$ cat config.mk
export PLATFORM = sky130hd
export DESIGN_NAME = piso_tx_32bit
export DESIGN_NICKNAME = d
export VERILOG_FILES = /design/src/rtl/piso_tx_32bit.sv
export SDC_FILE = /design/constraint.sdc
export NUM_CORES = 1
export LEC_CHECK = 0
export ABC_AREA = 1
export CAP_MARGIN = 20
export CORE_MARGIN = 2
export CORE_UTILIZATION = 40
export DETAILED_ROUTE_END_ITERATION = 8
export PLACE_DENSITY = 0.68
export SLEW_MARGIN = 20
export SYNTH_ARGS = -nofsm -noshare
export SYNTH_HDL_FRONTEND = slang
export SYNTH_SLANG_ARGS = --single-unit
$ cat constraint.sdc
create_clock -name clk -period 4.7 [get_ports clk]
set_clock_uncertainty 0.05 [all_clocks]
set_input_delay 0.94 -clock clk [delete_from_list [all_inputs] [get_ports clk]]
set_output_delay 0.94 -clock clk [all_outputs]
set_load 0.05 [all_outputs]
$ cat src/rtl/piso_tx_32bit.sv
// piso_tx_32bit: valid/ready parallel-in serial-out transmitter with a one-word holding buffer.
// Define PISO_LSB_FIRST_EN to transmit LSB first instead of MSB first.
module piso_tx_32bit #(
  parameter int WIDTH = 32
) (
  input  logic             clk,
  input  logic             clear_n,
  input  logic [WIDTH-1:0] pi,
  input  logic             load_valid,
  output logic             load_ready,
  input  logic             shift_en,
  output logic             so,
  output logic             so_valid,
  output logic             done
);
  localparam int CW = $clog2(WIDTH);
  typedef enum logic {IDLE = 1'b0, SHIFT = 1'b1} state_t;
  state_t state;
  logic [WIDTH-1:0] sr, hold, sr_next;
  logic [CW-1:0] cnt;
  logic buf_full, accept, last;
  assign load_ready = !buf_full;
  assign accept = load_valid && load_ready;
  assign last = cnt == CW'(WIDTH - 1);
  assign so_valid = state == SHIFT;
  assign done = so_valid && last && shift_en;
`ifdef PISO_LSB_FIRST_EN
  assign so = sr[0];
  assign sr_next = {1'b0, sr[WIDTH-1:1]};
`else
  assign so = sr[WIDTH-1];
  assign sr_next = {sr[WIDTH-2:0], 1'b0};
`endif
  always_ff @(posedge clk or negedge clear_n)
    if (!clear_n) begin
      state <= IDLE;
      sr <= '0;
      hold <= '0;
      buf_full <= 1'b0;
      cnt <= '0;
    end else if (state == IDLE) begin
      if (accept) begin
        sr <= pi;
        cnt <= '0;
        state <= SHIFT;
      end
    end else begin
      // an accept on the last-bit edge goes straight into sr, bypassing the buffer
      if (accept && !done) begin
        hold <= pi;
        buf_full <= 1'b1;
      end
      if (shift_en) begin
        if (!last) begin
          sr <= sr_next;
          cnt <= cnt + CW'(1);
        end else if (buf_full) begin
          sr <= hold;
          buf_full <= 1'b0;
          cnt <= '0;
        end else if (accept) begin
          sr <= pi;
          cnt <= '0;
        end else begin
          sr <= sr_next;
          cnt <= '0;
          state <= IDLE;
        end
      end
    end
endmodule

Yosys cells after proc, flatten, opt, wreduce, memory -nomap -nowiden
Index checks and enable logic that the tools add are counted.
{"block": "op_classes", "add_sub_neg": 1, "n_eq_ne": 2, "muxes": 19, "n_reduce_logical": 9}
{"cell": "32-bit two-way mux", "n": 6}
{"cell": "5-bit two-way mux", "n": 4}
{"cell": "1-bit two-way mux", "n": 9}
{"cell": "5-bit by 1-bit adder with 5-bit output, second input constant", "n": 1}
{"cell": "5-bit equality test, second input constant", "n": 1}
{"cell": "1-bit logical AND", "n": 4}
{"cell": "2-bit AND reduction", "n": 2}
{"cell": "1-bit zero test", "n": 2}
{"cell": "2-bit != test, second input constant", "n": 1}
{"cell": "2-bit nonzero test", "n": 1}
{"block": "totals", "input_bits": 36, "reg_bits": 71, "output_inout_bits": 4, "wordCells": 36}

Longest topological paths before layout
Gate-level depths: netlist of run 1.
{"block": "depth", "depth_word": 9, "depth_mapped": 12, "mapped_depth_nobuf": 10}

Worst setup path before layout of run 1
Ideal clock, no wire load.
{"block": "synth_timing", "kind": "input-to-output", "start": "input shift_en", "end": "output done", "arrival_ps": 1999, "required_time_ps": 3710, "path_buffers": 1, "stages": 3, "setup_slack_ps": 1711, "path_cell_list": "nand2_1 > buf_2 > nor2_1"}
{"block": "synth_via", "elab_chain_len": 1}
{"element": "start, declared", "line": "11", "source": "input logic shift_en,"}
{"element": "1-bit logical AND", "line": "26", "source": "assign done = so_valid && last && shift_en;"}
{"element": "end, declared", "line": "14", "source": "output logic done"}
No other way between the ends.

Worst setup path in the final report of run 1
{"block": "layout_timing", "start": "register cnt[0]", "end": "output done"}
{"block": "layout_via", "elab_chain_len": 3}
{"element": "start, declared", "line": "20", "source": "logic [CW-1:0] cnt;"}
{"element": "start signal, assigned", "line": "56", "source": "cnt <= cnt + CW'(1);"}
{"element": "5-bit equality test", "line": "24", "source": "assign last = cnt == CW'(WIDTH - 1);"}
{"element": "1-bit logical AND (2 in series)", "line": "26"}
No other way between the ends.

==> results of run 1 <==
stage by stage:
| stage | instance area, µm² | instances | worst slack, ns | total power [mW] |
|---|---|---|---|---|
| global route | 4580 | 740 | 0.911 | 1.32 |
| finish | 4580 | 740 | 1.06 | 1.28 |
| global placement | 4340 | 724 | 1.10 | 0.687 |
| detailed placement | 4340 | 724 | 1.13 | 0.687 |
| CTS | 4580 | 740 | 1.06 | 1.29 |
| floorplan | 3910 | 576 | 1.71 | 0.636 |
kinds of logic after synthesis:
family / synth area share, %
buffers and inverters: 8.19
adders and majority gates: 0.640
AOI/OAI and AO/OA: 6.40
xor gates and xnor gates: 0.224
DFF: 45.5
and+or+nand+nor: 39.1
power groups by stage:
stage / clock (mW) / sequential, mW / combinational, mW
3_5_place_dp: 0 / 0.622 / 0.0648
6_report: 0.603 / 0.610 / 0.0640
5_1_grt: 0.639 / 0.610 / 0.0711
3_3_place_gp: 0 / 0.622 / 0.0645
2_1_floorplan: 0 / 0.623 / 0.0137
4_1_cts: 0.615 / 0.610 / 0.0652
tightest hold or removal path, delay by kind of cell, from the launching register on:
kind / cells / cell delay [ns]
simple gates: 2 / 0.11
flops: 1 / 0.35
Yosys cell counts, drive strengths merged:
| master | number | share of area [%] |
|---|---|---|
| xor2 | 1 | 0.22 |
| nor2 | 60 | 6.0 |
| nand2 | 273 | 26 |
| o21ai | 46 | 6.0 |
| a21oi | 2 | 0.26 |
| inv | 37 | 3.6 |
| o22ai | 1 | 0.16 |
| nand3 | 51 | 6.7 |
| clkbuf | 4 | 0.42 |
| buf | 28 | 4.2 |
| dfrtp | 71 | 45 |
| ha | 2 | 0.64 |
how the worst max path moves through the flow:
stage,slack [ns],end
after global routing,0.91,done
after detailed placement,1.13,done
after global placement,1.10,done
after CTS,1.06,done
final,1.06,done
after floorplan,1.71,done
per-layer routing:
layer	GRT usage (%)	wire, µm
met1	26.0	4530
met2	31.1	4420
met3	2.71	298
met4	6.58	146
met5	0	0
cell type report:
type / count / area [µm²] / share of cell area, %
clock buffer: 9 / 124 / 2.70
multi-input combinational: 436 / 1810 / 39.5
timing repair buffer: 47 / 445 / 9.72
clock inverter: 7 / 120 / 2.62
inverter: 37 / 139 / 3.03
tap: 133 / 166 / 3.63
sequential: 71 / 1780 / 38.8
state kept, by name, indices dropped and copies added, names as in the netlist:
register,count
buf_full,1
cnt,5
hold,32
so_valid,1
sr,32
==> out/results.env, run 1 <==
FF2FF_PATH_DEPTH=10
STARTPOINT_TYPE='flip-flop'
DRCVIOLATIONCOUNT=0
CLOCK_PATH_BUFFERS=2
DETAIL_ROUTE.ITER0.VIOLATIONS=172
CRIT_FANOUT=17
FIRST_GLOBAL_VIAS=3308
SW_FRAC_OF_TOTAL_PCT=22.1
REPORT.FINAL.SLEW_VIOL_COUNT=0
CRIT_PATH_END_KIND='primary output'
CLKSINKCOUNT=71
NUM-NETS-FINAL=640
HOLD_END='hold[1]'
CRITICAL_PATH.REG2REG.ENDPOINT='hold[1]'
GRT_PASS1_WL_UM=15700
N_FILL_CELL=1025
CLKTRANSATPATHREGS_NS=0.08
IO-PIN-COUNT=40
PLACEABLECOREAREA_UM2=9640
CP.DEPTH=8
FINISH.UTILIZATION_PCT=47.5
CRIT_PATH_MAX_INCR_DELAY_NS=0.85
DRT-TOTAL-WL_UM=9400
NUMBER_OF_ANTENNA_VIOLATIONS_AT_THE_FIRST_CHECK_IN_GLOBAL_ROUTING=0
CTS-HOLD-FIX-BUFFERS=0
COMBINATIONALPOWERSHARE_PCT=5.0
GRT_START_MAX_NET_PINS=43
MAXCLOCKFREQUENCY_MHz=275
POWER.SWITCHING_mW=0.283
MAXCAPVIOLATIONS=0
CRIT_REQUIRED_NS=3.71
P_INT_mW=0.995
TIMING.HOLD.WORST.START='hold[1]'
H-TREE-DEPTH=3
WORSTPATHARRIVAL_NS=2.65
CRITICAL_PATH.STARTPOINT='cnt[0]'
POWER.SHARE.CLOCK_PCT=47.2
SEQ_AREA_FRAC_SYNTH_PCT=45.5
FINALHOLDVIOLCOUNT=0
MOSTFREQUENTLAYOUTCELL='sky130_fd_sc_hd__nand2_1'
ROWS=36
PORTBUFFERS=39
MIN_DELAY_PATH_DEPTH=2
POWER.DENSITY_nW_PER_UM2=279
POST_DRT_VIA_CELL_RATIO=4.85
GRT_SETUP_UNREPAIRED='no'
FINAL.PERIOD_UTILIZATION_PCT=77.5
CTS-BUFFERS-INSERTED=9
COUNT_OF_BUFFERS_ADDED_BY_POST_CTS_TIMING_REPAIR_FOR_SETUP=0
SYNTHESIS.AREA_UM2=3910
FINAL_COUNT_OF_NEGATIVE_SETUP_SLACK_ENDPOINTS=0
HOLDWS_NS=0.438
CTS_REPAIR_RESIZE_COUNT=0
SYNTH.LIB_CELLS_USED.DISTINCT=23
DRIVE_GT1_SHARE_PCT=5.93
GRT_USE_TOTAL_PCT=19.0
FLOORPLAN.INITIALDENSITY_PCT=40.6
AVGSYNTHCELLAREA_UM2=6.79
DIE_OUTLINE_HEIGHT_UM=103
PLACE_HPWL_UM=6060
CPLARGESTDELAYFAMILY='buffers and inverters'
DETAIL_ROUTE.FIRST_PASS.ITERATIONS=4
LEAK_PWR_nW=2.35
TIGHTEST_SLEW_NS=0.861
WL_PER_CELL_UM=12.7
DRTANTENNAVIOLNETS=0
CLK_ROOT_BUFFER_CELL='sky130_fd_sc_hd__clkbuf_8'
CRITICAL_PATH_BUF_INV_COUNT=3
CRIT-REG2REG-LAUNCH='cnt[0]'
YOSYS_REGISTER_BITS=71
SYN2LAYOUT_AREA_GROWTH_PCT=17.3
SETUP-TNS-FINAL_NS=0
CRITICAL_PATH_S_SLOWEST_CELL='sky130_fd_sc_hd__clkdlybuf4s50_1'
MAXSLEWHEADROOM_PCT=42.4
MINIMUM_CLOCK_PERIOD_NS=3.64
VIAS=3588
WORSTPATHCELLLIST='ha_1 > nand2_1 > nor2_1 > ha_1 > buf_4 > inv_1 > nor2_1 > clkdlybuf4s50_1'
GP_ROUTABILITY_CONGESTION=0.824
CRIT_TYPE='flip-flop to primary output'
CLOCK_NETWORK_LATENCY_TO_THE_LATER_PIN_OF_THE_WORST_SKEW_PAIR_NS=0.35
DIE_AREA_UM2=10600
MIN_PATH_TYPE='flip-flop to flip-flop'
DIE_X_UM=103
MOST-COMMON-LAYOUT-CELLS='sky130_fd_sc_hd__nand2_1, sky130_fd_sc_hd__dfrtp_1, sky130_fd_sc_hd__nor2_1, sky130_fd_sc_hd__nand3_1, sky130_fd_sc_hd__clkdlybuf4s50_1'
REG2REG_SETUP_SLACK_NS=2.29
POWER.SHARE.SEQUENTIAL_PCT=47.8
ANTENNA-DIODE-COUNT=0
VDD_IR_DROP_MAX_V=0.000147
GR-TOTAL-OVERFLOW=0
OUTCOME='finished, final reports clean'
SYNTHESIS.YOSYS.WARNINGS=0
POSTSYNTHNETCOUNT=614
CTS_TREE='done'
SYNTHESIS.INSTANCES=576
No activity file was read; power rests on OpenSTA's default activity.
==> run 2: changes to the inputs <==
==> constraint.sdc (replaced) <==
create_clock -name clk -period 3.36 [get_ports clk]
set_clock_uncertainty 0.05 [all_clocks]
set_input_delay 0.672 -clock clk [delete_from_list [all_inputs] [get_ports clk]]
set_output_delay 0.672 -clock clk [all_outputs]
set_load 0.05 [all_outputs]
==> out/results.env, run 2 (same netlist as run 1, synthesis figures left out) <==
BIGGESTREGSBYFLOPS='hold x32, sr x32, cnt x5'
FINAL.PERIOD_UTILIZATION_PCT=89.8
PLACEMENT.SETUP.WORST_SLACK_NS=0.683
MAXSLEWHEADROOM_PCT=51.4
GRT_USE_TOTAL_PCT=19.8
GRT_START_MAX_NET_PINS=41
CLKTRANSATPATHREGS_NS=0.08
CTS-HOLD-FIX-BUFFERS=0
FINAL_TOTAL_PWR_mW=1.72
CRITICAL_PATH_BUF_INV_COUNT=2
DRT-TOTAL-WL_UM=9470
MOST-COMMON-LAYOUT-CELLS='sky130_fd_sc_hd__nand2_1, sky130_fd_sc_hd__dfrtp_1, sky130_fd_sc_hd__nor2_1, sky130_fd_sc_hd__nand3_1, sky130_fd_sc_hd__clkdlybuf4s50_1'
FINISH.UTILIZATION_PCT=47.5
MOSTFREQUENTLAYOUTCELL='sky130_fd_sc_hd__nand2_1'
POSTLAYOUTSETUPSLACKWORST_NS=0.343
H-TREE-DEPTH=3
CTS-BUFFERS-INSERTED=9
SYN2LAYOUT_AREA_GROWTH_PCT=17.2
CRITICAL_PATH_S_SLOWEST_CELL='sky130_fd_sc_hd__ha_1'
CRIT_PATH_END_KIND='primary output'
FIRST_GLOBAL_VIAS=3569
ANTENNA-DIODE-COUNT=0
DIE_AREA_UM2=10600
CRIT_TYPE='flip-flop to primary output'
VIAS=3597
DETAIL_ROUTE.ITER0.VIOLATIONS=170
LEAK_PWR_nW=2.35
DRCVIOLATIONCOUNT=0
MAXCAPVIOLATIONS=0
CLKSINKCOUNT=71
CPLARGESTDELAYFAMILY='adder cells'
GRT_SETUP_UNREPAIRED='no'
TIGHTEST_SLEW_NS=0.729
MINIMUM_CLOCK_PERIOD_NS=3.02
DETAIL_ROUTE.FIRST_PASS.ITERATIONS=4
GR-TOTAL-OVERFLOW=0
STARTPOINT_TYPE='flip-flop'
VDD_IR_DROP_MAX_V=0.000158
SETUP-TNS-FINAL_NS=0
CRIT_FANOUT=17
REPORT.FINAL.SLEW_VIOL_COUNT=0
DRIVE_GT1_SHARE_PCT=6.09
PLACE_HPWL_UM=6160
OUTCOME='finished, final reports clean'
DRTANTENNAVIOLNETS=0
PLACEDCELLCOUNT=725
WL_PER_CELL_UM=12.8
MAXCLOCKFREQUENCY_MHz=331
INSTANCES_NO_FILL=741
POST_DRT_VIA_CELL_RATIO=4.85
CTS_TREE='done'
NUMBER_OF_ANTENNA_VIOLATIONS_AT_THE_FIRST_CHECK_IN_GLOBAL_ROUTING=0
MIN_PATH_TYPE='input port to async pin'
CLOCK_PATH_BUFFERS=2
COUNT_OF_BUFFERS_ADDED_BY_POST_CTS_TIMING_REPAIR_FOR_SETUP=0
PLACEABLECOREAREA_UM2=9640
CLOCK_NETWORK_LATENCY_TO_THE_LATER_PIN_OF_THE_WORST_SKEW_PAIR_NS=0.34
CRIT_REQUIRED_NS=2.64
CTS_REPAIR_RESIZE_COUNT=0
DIE_OUTLINE_HEIGHT_UM=103
FINALHOLDVIOLCOUNT=0
CRIT_PATH_MAX_INCR_DELAY_NS=0.59
PORTBUFFERS=39
WORSTPATHARRIVAL_NS=2.30
GRT_PASS1_WL_UM=16500
GP_ROUTABILITY_CONGESTION=0.820
CLK_ROOT_BUFFER_CELL='sky130_fd_sc_hd__clkbuf_8'
FINAL_COUNT_OF_NEGATIVE_SETUP_SLACK_ENDPOINTS=0
POWER.DENSITY_nW_PER_UM2=376
FLOORPLAN.INITIALDENSITY_PCT=40.6
IO-PIN-COUNT=40
DIE_X_UM=103
ROWS=36
WORSTPATHCELLLIST='ha_1 > nand2_1 > nor2_1 > ha_1 > inv_1 > nor2_1 > buf_12'
NUM-NETS-FINAL=641
[run 2: layout make-up]
class                           count  area (µm²)
Multi-Input combinational cell    436        1810
Clock buffer                       11         141
Fill cell                         995        5060
Tap cell                          133         166
Clock inverter                      5        81.3
Timing Repair Buffer               48         463
Sequential cell                    71        1780
Inverter                           37         139
[run 2: through the flow]
stage          area, µm²  hold WS [ns]
6_report            4580         0.337
3_3_place_gp        4360         0.414
3_5_place_dp        4360         0.420
5_1_grt             4580         0.389
4_1_cts             4580         0.352
2_1_floorplan       3910         0.326
[run 2: per-layer routing]
metal | global-route usage (%) | vias up | routed length [µm]
met5 | 0 | - | 0
met4 | 8.50 | 0 | 180
met3 | 4.14 | 16 | 477
met2 | 31.6 | 79 | 4320
met1 | 26.3 | 1676 | 4500
li1 | - | 1826 | -
[run 2: report_power, final]
part,switching (mW),leakage [nW],internal (mW)
Sequential,0,0.982,0.854
Combinational,0.0485,1.26,0.0436
Clock,0.336,0.110,0.439
Total,0.384,2.35,1.34
[run 2: final timing paths]
kind                              start       to  slack (ns)  cells after the start
worst max-delay path             cnt[0]     done        0.34                      7
worst min-delay path            clear_n  hold[3]        0.34                      1
worst max register to register   cnt[0]  hold[1]        0.70                      9
worst min register to register  hold[7]  hold[7]        0.44                      2
max in group asynchronous       clear_n   sr[27]        2.16                      2
min in group clk                hold[7]  hold[7]        0.44                      2
==> run 3: changes to the inputs <==
--- a/config.mk
+++ b/config.mk
@@ -8,9 +8,10 @@
 export ABC_AREA = 1
 export CAP_MARGIN = 20
 export CORE_MARGIN = 2
-export CORE_UTILIZATION = 40
+export CORE_UTILIZATION = 35
+export CTS_CLUSTER_SIZE = 24
 export DETAILED_ROUTE_END_ITERATION = 8
-export PLACE_DENSITY = 0.68
+export PLACE_DENSITY = 0.62
 export SLEW_MARGIN = 20
 export SYNTH_ARGS = -nofsm -noshare
 export SYNTH_HDL_FRONTEND = slang
==> out/results.env, run 3 (same netlist as run 1, synthesis figures left out) <==
DRIVE_GT1_SHARE_PCT=6.09
MAXCAPVIOLATIONS=0
DIE_OUTLINE_HEIGHT_UM=110
HOLDWS_NS=0.333
WL_PER_CELL_UM=13.2
GRT_USE_TOTAL_PCT=17.3
BIGGESTREGSBYFLOPS='hold x32, sr x32, cnt x5'
SETUP-TNS-FINAL_NS=0
STARTPOINT_TYPE='flip-flop'
CTS_REPAIR_RESIZE_COUNT=0
MINIMUM_CLOCK_PERIOD_NS=3.08
INSTANCES_NO_FILL=748
FINAL_COUNT_OF_NEGATIVE_SETUP_SLACK_ENDPOINTS=0
FIRST_GLOBAL_VIAS=3243
CRIT_FANOUT=17
POWER.DENSITY_nW_PER_UM2=385
MULTI_INPUT_COMB_AREA_UM2=1810
FINAL.PERIOD_UTILIZATION_PCT=91.7
REPORT.FINAL.SLEW_VIOL_COUNT=0
CLKSINKCOUNT=71
SYN2LAYOUT_AREA_GROWTH_PCT=17.7
GR-TOTAL-OVERFLOW=0
DETAIL_ROUTE.FIRST_PASS.ITERATIONS=6
MAXSLEWHEADROOM_PCT=49.9
CRIT_PATH_END_KIND='primary output'
PLACEABLECOREAREA_UM2=10900
PLACEDCELLCOUNT=732
NUMBER_OF_ANTENNA_VIOLATIONS_AT_THE_FIRST_CHECK_IN_GLOBAL_ROUTING=0
CRIT_REQUIRED_NS=2.64
CLOCK_NETWORK_LATENCY_TO_THE_LATER_PIN_OF_THE_WORST_SKEW_PAIR_NS=0.34
CPLARGESTDELAYFAMILY='adder cells'
DRTANTENNAVIOLNETS=0
SEQCELLAREA_UM2=1780
COUNT_OF_BUFFERS_ADDED_BY_POST_CTS_TIMING_REPAIR_FOR_SETUP=0
CRIT_PATH_MAX_INCR_DELAY_NS=0.65
H-TREE-DEPTH=3
GP_ROUTABILITY_CONGESTION=0.794
CLK_ROOT_BUFFER_CELL='sky130_fd_sc_hd__clkbuf_8'
PLACED_AREA_UM2=4370
MOST-COMMON-LAYOUT-CELLS='sky130_fd_sc_hd__nand2_1, sky130_fd_sc_hd__dfrtp_1, sky130_fd_sc_hd__nor2_1, sky130_fd_sc_hd__nand3_1, sky130_fd_sc_hd__clkdlybuf4s50_1'
ROWS=38
VDD_IR_DROP_MAX_V=0.000223
DETAIL_ROUTE.ITER0.VIOLATIONS=274
ANTENNA-DIODE-COUNT=0
CRITICAL_PATH_S_SLOWEST_CELL='sky130_fd_sc_hd__ha_1'
PLACE_HPWL_UM=6300
GRT_SETUP_UNREPAIRED='no'
WORSTPATHARRIVAL_NS=2.36
TIGHTEST_SLEW_NS=0.751
FINALHOLDVIOLCOUNT=0
LEAK_PWR_nW=2.36
DRCVIOLATIONCOUNT=0
MOSTFREQUENTLAYOUTCELL='sky130_fd_sc_hd__nand2_1'
PORTBUFFERS=39
GRT_START_MAX_NET_PINS=41
GRT_PASS1_WL_UM=16100
DIE_X_UM=110
CTS_TREE='done'
N_FILL_CELL=1133
OUTCOME='finished, final reports clean'
CTS-HOLD-FIX-BUFFERS=0
CRIT_TYPE='flip-flop to primary output'
CRITICAL_PATH_BUF_INV_COUNT=2
FIN_AREA_UM2=4600
VIAS=3622
DRT-TOTAL-WL_UM=9860
DIE_AREA_UM2=12000
FLOORPLAN.INITIALDENSITY_PCT=35.9
WORSTPATHCELLLIST='ha_1 > nand2_1 > nor2_1 > ha_1 > inv_1 > nor2_1 > buf_12'
MAXCLOCKFREQUENCY_MHz=325
POST_DRT_VIA_CELL_RATIO=4.84
IO-PIN-COUNT=40
NUM-NETS-FINAL=641
MIN_PATH_TYPE='input port to async pin'
CTS-BUFFERS-INSERTED=9
CLOCK_PATH_BUFFERS=2
FINAL_TOTAL_PWR_mW=1.77
CLKTRANSATPATHREGS_NS=0.08
-- run 3: changes by cell type in the layout (fill, tap and decap cells not counted) --
cell	before	now
sky130_fd_sc_hd__bufinv_16	2	3
sky130_fd_sc_hd__clkinvlp_4	1	0
sky130_fd_sc_hd__clkinv_2	1	2
sky130_fd_sc_hd__clkbuf_8	10	9
-- run 3: layout make-up --
| type | instances | area share [%] |
|---|---|---|
| multi-input cells | 436 | 39.4 |
| clock buffers | 10 | 2.77 |
| well taps | 140 | 3.81 |
| flip-flops and latches | 71 | 38.6 |
| repair buffers | 48 | 10.1 |
| inverters | 37 | 3.02 |
| clock inverters | 6 | 2.37 |
-- run 3: final timing paths --
check / slack, ns / endpoint / cells after the start / start
min in group clk: 0.43 / hold[20] / 2 / hold[20]
min reg2reg: 0.43 / hold[20] / 2 / hold[20]
min: 0.33 / sr[8] / 1 / clear_n
max in group asynchronous: 2.14 / cnt[2] / 2 / clear_n
max reg2reg: 0.76 / hold[27] / 9 / cnt[0]
max: 0.28 / done / 7 / cnt[0]
-- run 3: metrics by stage --
stage | setup WS, ns | utilization [%]
floorplan | 0.739 | -
global placement | 0.635 | 40.1
detailed placement | 0.580 | 40.1
CTS | 0.262 | 42.3
global route | 0.0694 | 42.3
finish | 0.280 | 42.3
-- run 3: layer usage --
layer | wire length (µm) | track usage [%]
met4 | 72 | 5.33
met1 | 4560 | 24.1
met5 | 0 | 0
met2 | 4570 | 26.6
met3 | 664 | 4.27
-- run 3: power by group --
group	leakage, nW	total, mW	switching [mW]	internal, mW
Combinational	1.26	0.0930	0.0495	0.0436
Sequential	0.982	0.854	0	0.854
Clock	0.120	0.827	0.334	0.493
